--- src/rtl/score_render_pkg.sv ---
// Shared constants and the 8x16 digit font for the score overlay.
package score_render_pkg;

  localparam int unsigned SCORE_WIDTH_DEC = 12;
  localparam int unsigned GLYPH_W         = 8;
  localparam int unsigned GLYPH_H         = 16;
  localparam logic [3:0]  BLANK_GLYPH     = 4'hF;

  // Each digit is 16 rows of 8 bits, row 0 in the top byte, bit 7 = leftmost column.
  localparam logic [127:0] FONT_0 = 128'h0000_7CC6_C6CE_DEF6_E6C6_C67C_0000_0000;
  localparam logic [127:0] FONT_1 = 128'h0000_1838_7818_1818_1818_187E_0000_0000;
  localparam logic [127:0] FONT_2 = 128'h0000_7CC6_060C_1830_60C0_C6FE_0000_0000;
  localparam logic [127:0] FONT_3 = 128'h0000_7CC6_0606_3C06_0606_C67C_0000_0000;
  localparam logic [127:0] FONT_4 = 128'h0000_0C1C_3C6C_CCFE_0C0C_0C1E_0000_0000;
  localparam logic [127:0] FONT_5 = 128'h0000_FEC0_C0C0_FC06_0606_C67C_0000_0000;
  localparam logic [127:0] FONT_6 = 128'h0000_3860_C0C0_FCC6_C6C6_C67C_0000_0000;
  localparam logic [127:0] FONT_7 = 128'h0000_FEC6_0606_0C18_3030_3030_0000_0000;
  localparam logic [127:0] FONT_8 = 128'h0000_7CC6_C6C6_7CC6_C6C6_C67C_0000_0000;
  localparam logic [127:0] FONT_9 = 128'h0000_7CC6_C6C6_7E06_0606_0C78_0000_0000;

  function automatic logic [7:0] font_row(input logic [3:0] digit, input logic [3:0] row);
    logic [127:0] g;
    logic [6:0]   base;
    case (digit)
      4'd0:    g = FONT_0;
      4'd1:    g = FONT_1;
      4'd2:    g = FONT_2;
      4'd3:    g = FONT_3;
      4'd4:    g = FONT_4;
      4'd5:    g = FONT_5;
      4'd6:    g = FONT_6;
      4'd7:    g = FONT_7;
      4'd8:    g = FONT_8;
      4'd9:    g = FONT_9;
      default: g = '0;
    endcase
    base = {4'(4'd15 - row), 3'd0};
    return g[base +: 8];
  endfunction

endpackage

--- src/rtl/score_glyph_rom.sv ---
// Combinational digit font lookup; non-BCD codes render blank.
module score_glyph_rom
  import score_render_pkg::*;
(
  input  logic [3:0] nibble_i,
  input  logic [3:0] row_i,
  output logic [7:0] row_bits_o
);

  always_comb begin
    row_bits_o = 8'h00;
    if (nibble_i <= 4'd9) row_bits_o = font_row(nibble_i, row_i);
  end

endmodule

--- src/rtl/score_render.sv ---
// Renders the frame-snapshotted BCD score as scaled glyphs; 2-cycle pixel pipeline.
module score_render
  import score_render_pkg::*;
#(
  parameter int unsigned ORIGIN_X   = 8,
  parameter int unsigned ORIGIN_Y   = 8,
  parameter int unsigned SCALE_LOG2 = 1
) (
  input  logic                       clk_vga,
  input  logic                       rst,
  input  logic [SCORE_WIDTH_DEC-1:0] score_i,
  input  logic [1:0]                 score_digit_i,
  input  logic                       frame_start_i,
  input  logic [9:0]                 pix_x_i,
  input  logic [9:0]                 pix_y_i,
  input  logic                       pix_valid_i,
  output logic                       score_pix_o,
  output logic                       score_pix_valid_o
);

  localparam int unsigned SLOT_SHIFT = SCALE_LOG2 + 3;
  localparam int unsigned DIGIT_W    = GLYPH_W << SCALE_LOG2;
  localparam int unsigned DIGIT_H    = GLYPH_H << SCALE_LOG2;

  logic [SCORE_WIDTH_DEC-1:0] shadow_score_q, shadow_score_d;
  logic [1:0]                 shadow_cnt_q, shadow_cnt_d;

  logic       s1_in_q, s1_in_d;
  logic [3:0] s1_nib_q, s1_nib_d;
  logic [3:0] s1_row_q, s1_row_d;
  logic [2:0] s1_col_q, s1_col_d;
  logic       s1_valid_q, s1_valid_d;

  logic       pix_q, pix_d;
  logic       pix_valid_q, pix_valid_d;

  logic [1:0]  n_digits;
  logic [1:0]  sel;
  logic [10:0] x_hi;
  logic [9:0]  dx, dy, slot;
  logic        in_x, in_y;
  logic [7:0]  row_bits;

  // Snapshot: the pixel coinciding with frame_start still sees the old shadow.
  always_comb begin
    shadow_score_d = shadow_score_q;
    shadow_cnt_d   = shadow_cnt_q;
    if (frame_start_i) begin
      shadow_score_d = score_i;
      shadow_cnt_d   = score_digit_i;
    end
  end

  // Stage 1: bounds on raw coordinates, so wrapped dx/dy below the origin never hit.
  always_comb begin
    n_digits = (shadow_cnt_q == 2'd0) ? 2'd1 : shadow_cnt_q;
    x_hi     = 11'(ORIGIN_X) + 11'(n_digits) * 11'(DIGIT_W);
    in_x     = ({1'b0, pix_x_i} >= 11'(ORIGIN_X)) && ({1'b0, pix_x_i} < x_hi);
    in_y     = ({1'b0, pix_y_i} >= 11'(ORIGIN_Y)) && ({1'b0, pix_y_i} < 11'(ORIGIN_Y + DIGIT_H));
    dx       = pix_x_i - 10'(ORIGIN_X);
    dy       = pix_y_i - 10'(ORIGIN_Y);
    slot     = dx >> SLOT_SHIFT;
    sel      = 2'(n_digits - 2'd1 - 2'(slot));

    s1_in_d    = pix_valid_i & in_x & in_y;
    s1_nib_d   = BLANK_GLYPH;
    if (slot < 10'(n_digits)) s1_nib_d = shadow_score_q[{sel, 2'b00} +: 4];
    s1_col_d   = 3'(dx >> SCALE_LOG2);
    s1_row_d   = 4'(dy >> SCALE_LOG2);
    s1_valid_d = pix_valid_i;
  end

  score_glyph_rom u_rom (
    .nibble_i   (s1_nib_q),
    .row_i      (s1_row_q),
    .row_bits_o (row_bits)
  );

  always_comb begin
    pix_d       = s1_in_q & row_bits[3'(3'd7 - s1_col_q)];
    pix_valid_d = s1_valid_q;
  end

  always_ff @(posedge clk_vga or posedge rst) begin
    if (rst) begin
      shadow_score_q <= '0;
      shadow_cnt_q   <= '0;
      s1_in_q        <= 1'b0;
      s1_nib_q       <= '0;
      s1_row_q       <= '0;
      s1_col_q       <= '0;
      s1_valid_q     <= 1'b0;
      pix_q          <= 1'b0;
      pix_valid_q    <= 1'b0;
    end else begin
      shadow_score_q <= shadow_score_d;
      shadow_cnt_q   <= shadow_cnt_d;
      s1_in_q        <= s1_in_d;
      s1_nib_q       <= s1_nib_d;
      s1_row_q       <= s1_row_d;
      s1_col_q       <= s1_col_d;
      s1_valid_q     <= s1_valid_d;
      pix_q          <= pix_d;
      pix_valid_q    <= pix_valid_d;
    end
  end

  assign score_pix_o       = pix_q;
  assign score_pix_valid_o = pix_valid_q;

endmodule

--- config.mk ---
export PLATFORM = sky130hd
export DESIGN_NAME = score_render
export DESIGN_NICKNAME = d
export VERILOG_FILES = /design/src/rtl/score_render_pkg.sv /design/src/rtl/score_glyph_rom.sv /design/src/rtl/score_render.sv
export SDC_FILE = /design/constraint.sdc
export NUM_CORES = 1
export LEC_CHECK = 0
export ABC_AREA = 1
export CAP_MARGIN = 20
export CORE_MARGIN = 2
export CORE_UTILIZATION = 58
export DETAILED_ROUTE_END_ITERATION = 8
export PLACE_DENSITY = 0.86
export REMOVE_ABC_BUFFERS = 1
export SYNTH_ARGS = -nofsm -noshare
export SYNTH_HDL_FRONTEND = slang
export SYNTH_SLANG_ARGS = --single-unit
--- constraint.sdc ---
create_clock -name clk_vga -period 4.3 [get_ports clk_vga]
set_input_delay 1.075 -clock clk_vga [delete_from_list [all_inputs] [get_ports clk_vga]]
set_output_delay 1.075 -clock clk_vga [all_outputs]
set_load 0.1 [all_outputs]
==> metrics.txt, run 1 <==
Synth Flop Type dfrtp_1; DIE WIDTH 68.8 um; Fin Setup TNS 0 ns; syn avg cell area 6.81 um^2; initial antenna violation count 0; Int Pwr 0.518 mW; largest net degree at the start of global routing 30; asr flop ratio synth 1.00; Final GP Congestion 0.971; Max Fclk 283 MHz; drt via density 5.79; CP Buf/Inv Count 3; Worst setup EP type flop; # resized after CTS 0; initial drt markers 405; top post-synthesis cells by area dfrtp_1, nand2_1, nand3_1; RSZ-0062 raised after global routing false; H-tree depth 2; Routed WL 6420 um; Final Skew 0.00195 ns; Worst-path clk slew 0.06 ns; nets 446; vias in the first global route 2,396; Chip Height 68.8 um; leakage 1.40 nW; Core Region 4030 um^2; # IOs 40; status complete, no violations; clock power share 0.327; DR vias 2,572; Tmin final 3.54 ns; DRT antenna net count 0; most common library cells after synthesis nand2_1, nand3_1, inv_1; first-pass GRT wire length 10,600 um; MaxCap Viol Count 0; flop and latch count out of synthesis 29; final worst-path cycle share 0.823; Hold Fails Final Rpt 0; Slowest Stage Delay on Critical Path 0.51 ns; Synth Cell Area 2440 um^2; PortBufs 38; Reg power frac 0.415; Total GRT Usage 0.303; DP Worst Slack 0.506 ns; CTS sink count 29; number of synthesized flops with an enable pin 0; setup violators final 0; CTS root buf clkbuf_8; CTS tree yes; CP max FO 4; worst-margin pin slew 0.994 ns; combinational share of power 0.259; switch share 0.306; share of layout cells above drive strength 1 0.0660; most common cell in the synthesized netlist nand2_1; post-CTS setup buffers 0; Cell Chain, Critical Path clkdlybuf4s50_1 > inv_1 > ha_1 > xor2_1 > ha_1 > inv_1 > nor2_1 > or4_1 > nor4_1 > o311ai_0; first-pass iteration count of the detailed router 5; DP Wirelength 4860 um; Yosys top cell by area dfrtp_1; Data required, critical path 4.40 ns; kind of start point of the critical path primary input; Final Max Tran Viols 0; P_sw 0.228 mW; clk_lat worst skew 0.27 ns; die area 4740 um^2; peak supply drop 0.000202 V; # hold bufs at CTS 0; routed len/inst 14.5 um; Antenna diodes 0; CP top delay family simple AND/OR/NAND/NOR gates; Synth Warn # 0; GRT overflow 0; Bufs on Longest Clock Path 2; Post-Synthesis Cells 358; Setup CP Type primary input to flop; Layout area overhead 19.3%; worst setup margin 0.760 ns; Worst EP arrival 3.64 ns; Worst path slowest cell clkdlybuf4s50_1; Worst slew margin 0.335; final routed DRC violation total 0; Cell variety after synth 34; Finished Core Util 0.722; Starting Density 0.605; TritonCTS Buffers 5; Yosys top cell area share 0.298; number of core rows 23; Hold Path Class flop to flop; total power per unit cell area 257 nW/um^2; Seq/Total Area, Yosys 0.298
==> worst reg2reg max path: stages, from the launching register on <==
cell     delay, ns
dfrtp_1       0.44
inv_1         0.15
ha_1          0.44
a21oi_1       0.28
nand2_1       0.15
nand3_1       0.09
nand3_1       0.12
nand2_1       0.09
nand3_1       0.07
nand2_1       0.07
nand2_1       0.06
nand3_1       0.08
nand2_1       0.05
nor2_1        0.09
==> path summary, 6_finish.rpt <==
kind	cells past startpoint	slack, ns	end	startpoint
max in group asynchronous	3	2.64	s1_nib_q[2]$_DFF_PP0_	rst
worst max-delay path	10	0.76	s1_nib_q[1]$_DFF_PP0_	pix_x_i[3]
worst min register to register	0	0.37	score_pix_valid_o$_DFF_PP0_	pix_valid_d$_DFF_PP0_
worst min-delay path	0	0.37	score_pix_valid_o$_DFF_PP0_	pix_valid_d$_DFF_PP0_
worst max register to register	13	2.07	score_pix_o$_DFF_PP0_	s1_nib_q[0]$_DFF_PP0_
min in group asynchronous	2	1.16	shadow_score_q[11]$_DFFE_PP0P_	rst
==> kinds of logic after synthesis <==
kind of cell               count (synthesis)  synth area share
buffers and inverters                     51             0.100
xor gates and xnor gates                   2           0.00719
DFF                                       29             0.298
adders and majority gates                 15            0.0770
AOI/OAI and AO/OA                         50             0.124
and+or+nand+nor                          206             0.371
muxes                                      5            0.0231
==> through the flow <==
step	cell area, um^2	power, mW	hold slack [ns]	std cells
after floorplan	2350	0.427	0.331	347
after global placement	2790	0.495	0.332	435
after detailed placement	2790	0.501	0.353	435
after CTS	2890	0.751	0.367	443
after global routing	2910	0.795	0.377	444
final	2910	0.746	0.369	444
==> per-layer routing <==
layer	up-vias	part of all wire	GRT usage
li1	1246	-	-
met1	1169	0.42	0.378
met2	130	0.48	0.488
met3	27	0.062	0.0698
met4	0	0.037	0.162
met5	-	0	0
==> layout by cell type (no fill, tap or decap) <==
cell / synthesis / layout
nand2_1: 114 / 114
nand3_1: 46 / 46
clkdlybuf4s50_1: 0 / 38
inv_1: 36 / 36
dfrtp_1: 29 / 29
nor2_1: 28 / 28
a21oi_1: 18 / 18
o21ai_0: 16 / 16
ha_1: 15 / 15
clkbuf_8: 0 / 7
o211ai_1: 6 / 6
nand4_1: 6 / 6
mux2_2: 5 / 5
o311ai_0: 4 / 4
nor4_1: 3 / 3
xor2_1: 2 / 2
inv_4: 2 / 2
inv_2: 2 / 2
nand2_2: 2 / 2
o21ai_1: 2 / 2
or2_2: 1 / 1
or4_1: 1 / 1
a41oi_1: 1 / 1
and3_1: 1 / 1
o2111ai_1: 1 / 1
nand2_4: 1 / 1
nand3_2: 1 / 1
nor2_4: 1 / 1
nor2_8: 1 / 1
a21boi_0: 1 / 1
a21oi_4: 1 / 1
clkinv_2: 0 / 1
buf_8: 0 / 1
==> power groups by stage <==
stage               Sequential (mW)  Clock, mW  Combinational (mW)
floorplan                     0.312          0               0.115
finish                        0.309      0.244               0.193
global placement              0.313          0               0.183
detailed placement            0.313          0               0.187
CTS                           0.308      0.253               0.190
global route                  0.311      0.266               0.218
==> flip-flops by register name, indices dropped and copies added (netlist names) <==
name / count
score_pix_o: 1
s1_in_q: 1
score_pix_valid_o: 1
shadow_score_q: 12
pix_valid_d: 1
s1_nib_q: 4
s1_row_q: 4
shadow_cnt_q: 2
s1_col_q: 3
==> cell type report <==
type / count / area [um^2]
multi-input cells: 278 / 1470
fillers: 315 / 1120
flip-flops and latches: 29 / 726
repair buffers: 39 / 395
inverters: 40 / 155
clock buffers: 7 / 96.3
well taps: 50 / 62.6
clock inverters: 1 / 5.00
No activity file was read; power rests on OpenSTA's default activity.
==> inputs of run 2 (changes only) <==
CORE_UTILIZATION = 54   (was 58)
PLACE_DENSITY = 0.81   (was 0.86)
clock period = 3.5 ns   (was 4.3 ns; I/O delays follow)
==> metrics.txt, run 2 (synthesis results as in run 1) <==
GRT overflow 0 (unchanged); # IOs 40 (unchanged); final worst-path cycle share 0.850; Worst setup EP type flop; first-pass GRT wire length 10,900 um (+3.3%); worst reg2reg path depth 13 (unchanged); Worst path slowest cell clkdlybuf4s50_1; initial drt markers 346 (-15%); Min Hold Slack 0.348 ns (-0.0204 ns); Finished Core Util 0.664 (-0.0579); Antenna diodes 0 (unchanged); TritonCTS Buffers 5 (unchanged); routed len/inst 14.1 um (-2.4%); CTS sink count 29 (unchanged); DRT antenna net count 0 (unchanged); hold path depth 0 (unchanged); Fin Setup TNS 0 ns (unchanged); fin cells 447 (+0.68%); vias in the first global route 2,407 (+0.46%); register with the most flip-flops shadow_score_q; Chip Height 71.2 um (+3.4%); Slowest Stage Delay on Critical Path 0.51 ns (about the same); clk_lat worst skew 0.28 ns (about the same); drt via density 5.67 (-2.1%); CTS tree yes; Data required, critical path 3.64 ns (-0.76 ns); DR vias 2,536 (-1.4%); placed insts 439 (+0.92%); Worst slew margin 0.517 (+0.182); number of core rows 24 (+4.3%); # resized after CTS 0 (unchanged); kind of start point of the critical path primary input; largest net degree at the start of global routing 30 (unchanged); first-pass iteration count of the detailed router 5 (unchanged); total power per unit cell area 304 nW/um^2 (+19%); PortBufs 38 (unchanged); peak supply drop 0.000254 V (+26%); nets 447 (+0.22%); Final GP Congestion 0.952 (-2.0%); # hold bufs at CTS 0 (unchanged); initial antenna violation count 0 (unchanged); Routed WL 6310 um (-1.8%); CP max FO 4 (unchanged); most common cell after layout, fill and taps aside nand2_1; Total GRT Usage 0.273 (-0.0306); fill cell count 405 (+29%); DIE WIDTH 71.2 um (+3.4%); Core Region 4350 um^2 (+8.1%); Final Max Tran Viols 0 (unchanged); Cell Chain, Critical Path clkdlybuf4s50_1 > inv_1 > ha_1 > xor2_1 > ha_1 > inv_1 > nor2_1 > or4_1 > nor4_1 > buf_4 > o311ai_0; Worst EP arrival 3.12 ns (-0.52 ns); Largest regs shadow_score_q x12, s1_nib_q x4, s1_row_q x4; leakage 1.39 nW (-0.33%); Bufs on Longest Clock Path 2 (unchanged); final routed DRC violation total 0 (unchanged); Hold Fails Final Rpt 0 (unchanged); share of layout cells above drive strength 1 0.0734 (+0.00743); H-tree depth 2 (unchanged); Setup CP Type primary input to flop; status complete, no violations; setup violators final 0 (unchanged); RSZ-0062 raised after global routing false; MaxCap Viol Count 0 (unchanged); post-CTS setup buffers 0 (unchanged); worst setup margin 0.525 ns (-0.235 ns); commonest non-fill, non-tap cells in the layout nand2_1, nand3_1, inv_1, clkdlybuf4s50_1, dfrtp_1; Hold Path Class flop to flop; Max Fclk 336 MHz; worst-margin pin slew 0.724 ns (-0.270 ns); Starting Density 0.560 (-0.0452); die area 5070 um^2 (+7.0%); Worst-path clk slew 0.06 ns (about the same); Layout area overhead 18.6%; CTS root buf clkbuf_8; DP Wirelength 4820 um (-0.81%); Tmin final 2.98 ns; DP Worst Slack 0.219 ns (-0.287 ns); Final Skew 0.00699 ns (+0.00504 ns); Largest register FFs 12 (unchanged)
run 2: cell types whose count changed in the layout (fill, tap and decap cells not counted), sizes merged:
cell	previous run	this run
clkinvlp	0	1
buf	1	4
clkdlybuf4s50	38	36
clkinv	1	2
clkbuf	7	5
run 2: final timing paths:
| check | start | to | slack, ns |
|---|---|---|---|
| min in group asynchronous | rst | shadow_score_q[10]$_DFFE_PP0P_ | 0.94 |
| min reg2reg | pix_valid_d$_DFF_PP0_ | score_pix_valid_o$_DFF_PP0_ | 0.35 |
| max in group asynchronous | rst | pix_valid_d$_DFF_PP0_ | 2.28 |
| max reg2reg | s1_nib_q[0]$_DFF_PP0_ | score_pix_o$_DFF_PP0_ | 1.26 |
| max | pix_x_i[3] | s1_nib_q[1]$_DFF_PP0_ | 0.52 |
| min | pix_valid_d$_DFF_PP0_ | score_pix_valid_o$_DFF_PP0_ | 0.35 |
run 2: critical path, delay by kind of cell:
family	cells	cell delay, ns
xor gates and xnor gates	1	0.17
and+or+nand+nor	3	0.58
buffers and inverters	4	0.83
adders and majority gates	2	0.54
AOI/OAI and AO/OA	1	0.11
run 2: metrics by stage:
stage / instance area, um^2 / total power, mW
6_report: 2890 / 0.880
5_1_grt: 2890 / 0.939
4_1_cts: 2890 / 0.886
3_5_place_dp: 2800 / 0.615
3_3_place_gp: 2800 / 0.611
2_1_floorplan: 2350 / 0.525
run 2: final cells by class:
type	instances	area [um^2]	area share
Multi-Input combinational cell	278	1470	0.508
Sequential cell	29	726	0.251
Timing Repair Buffer	40	390	0.135
Inverter	40	155	0.0537
Clock buffer	5	68.8	0.0238
Tap cell	52	65.1	0.0225
Clock inverter	3	17.5	0.00606
run 2: routing by layer:
metal / up-vias / GRT usage / wire [um]
met4: 0 / 0.155 / 260
met2: 140 / 0.441 / 3050
li1: 1256 / - / -
met3: 29 / 0.0484 / 483
met5: - / 0 / 0
met1: 1111 / 0.342 / 2510
run 2: report_power, final:
part	switching [mW]	internal [mW]	leakage [nW]
clock	0.131	0.137	0.0439
sequential	0.0231	0.357	0.337
combinational	0.131	0.101	1.01
total	0.285	0.595	1.39
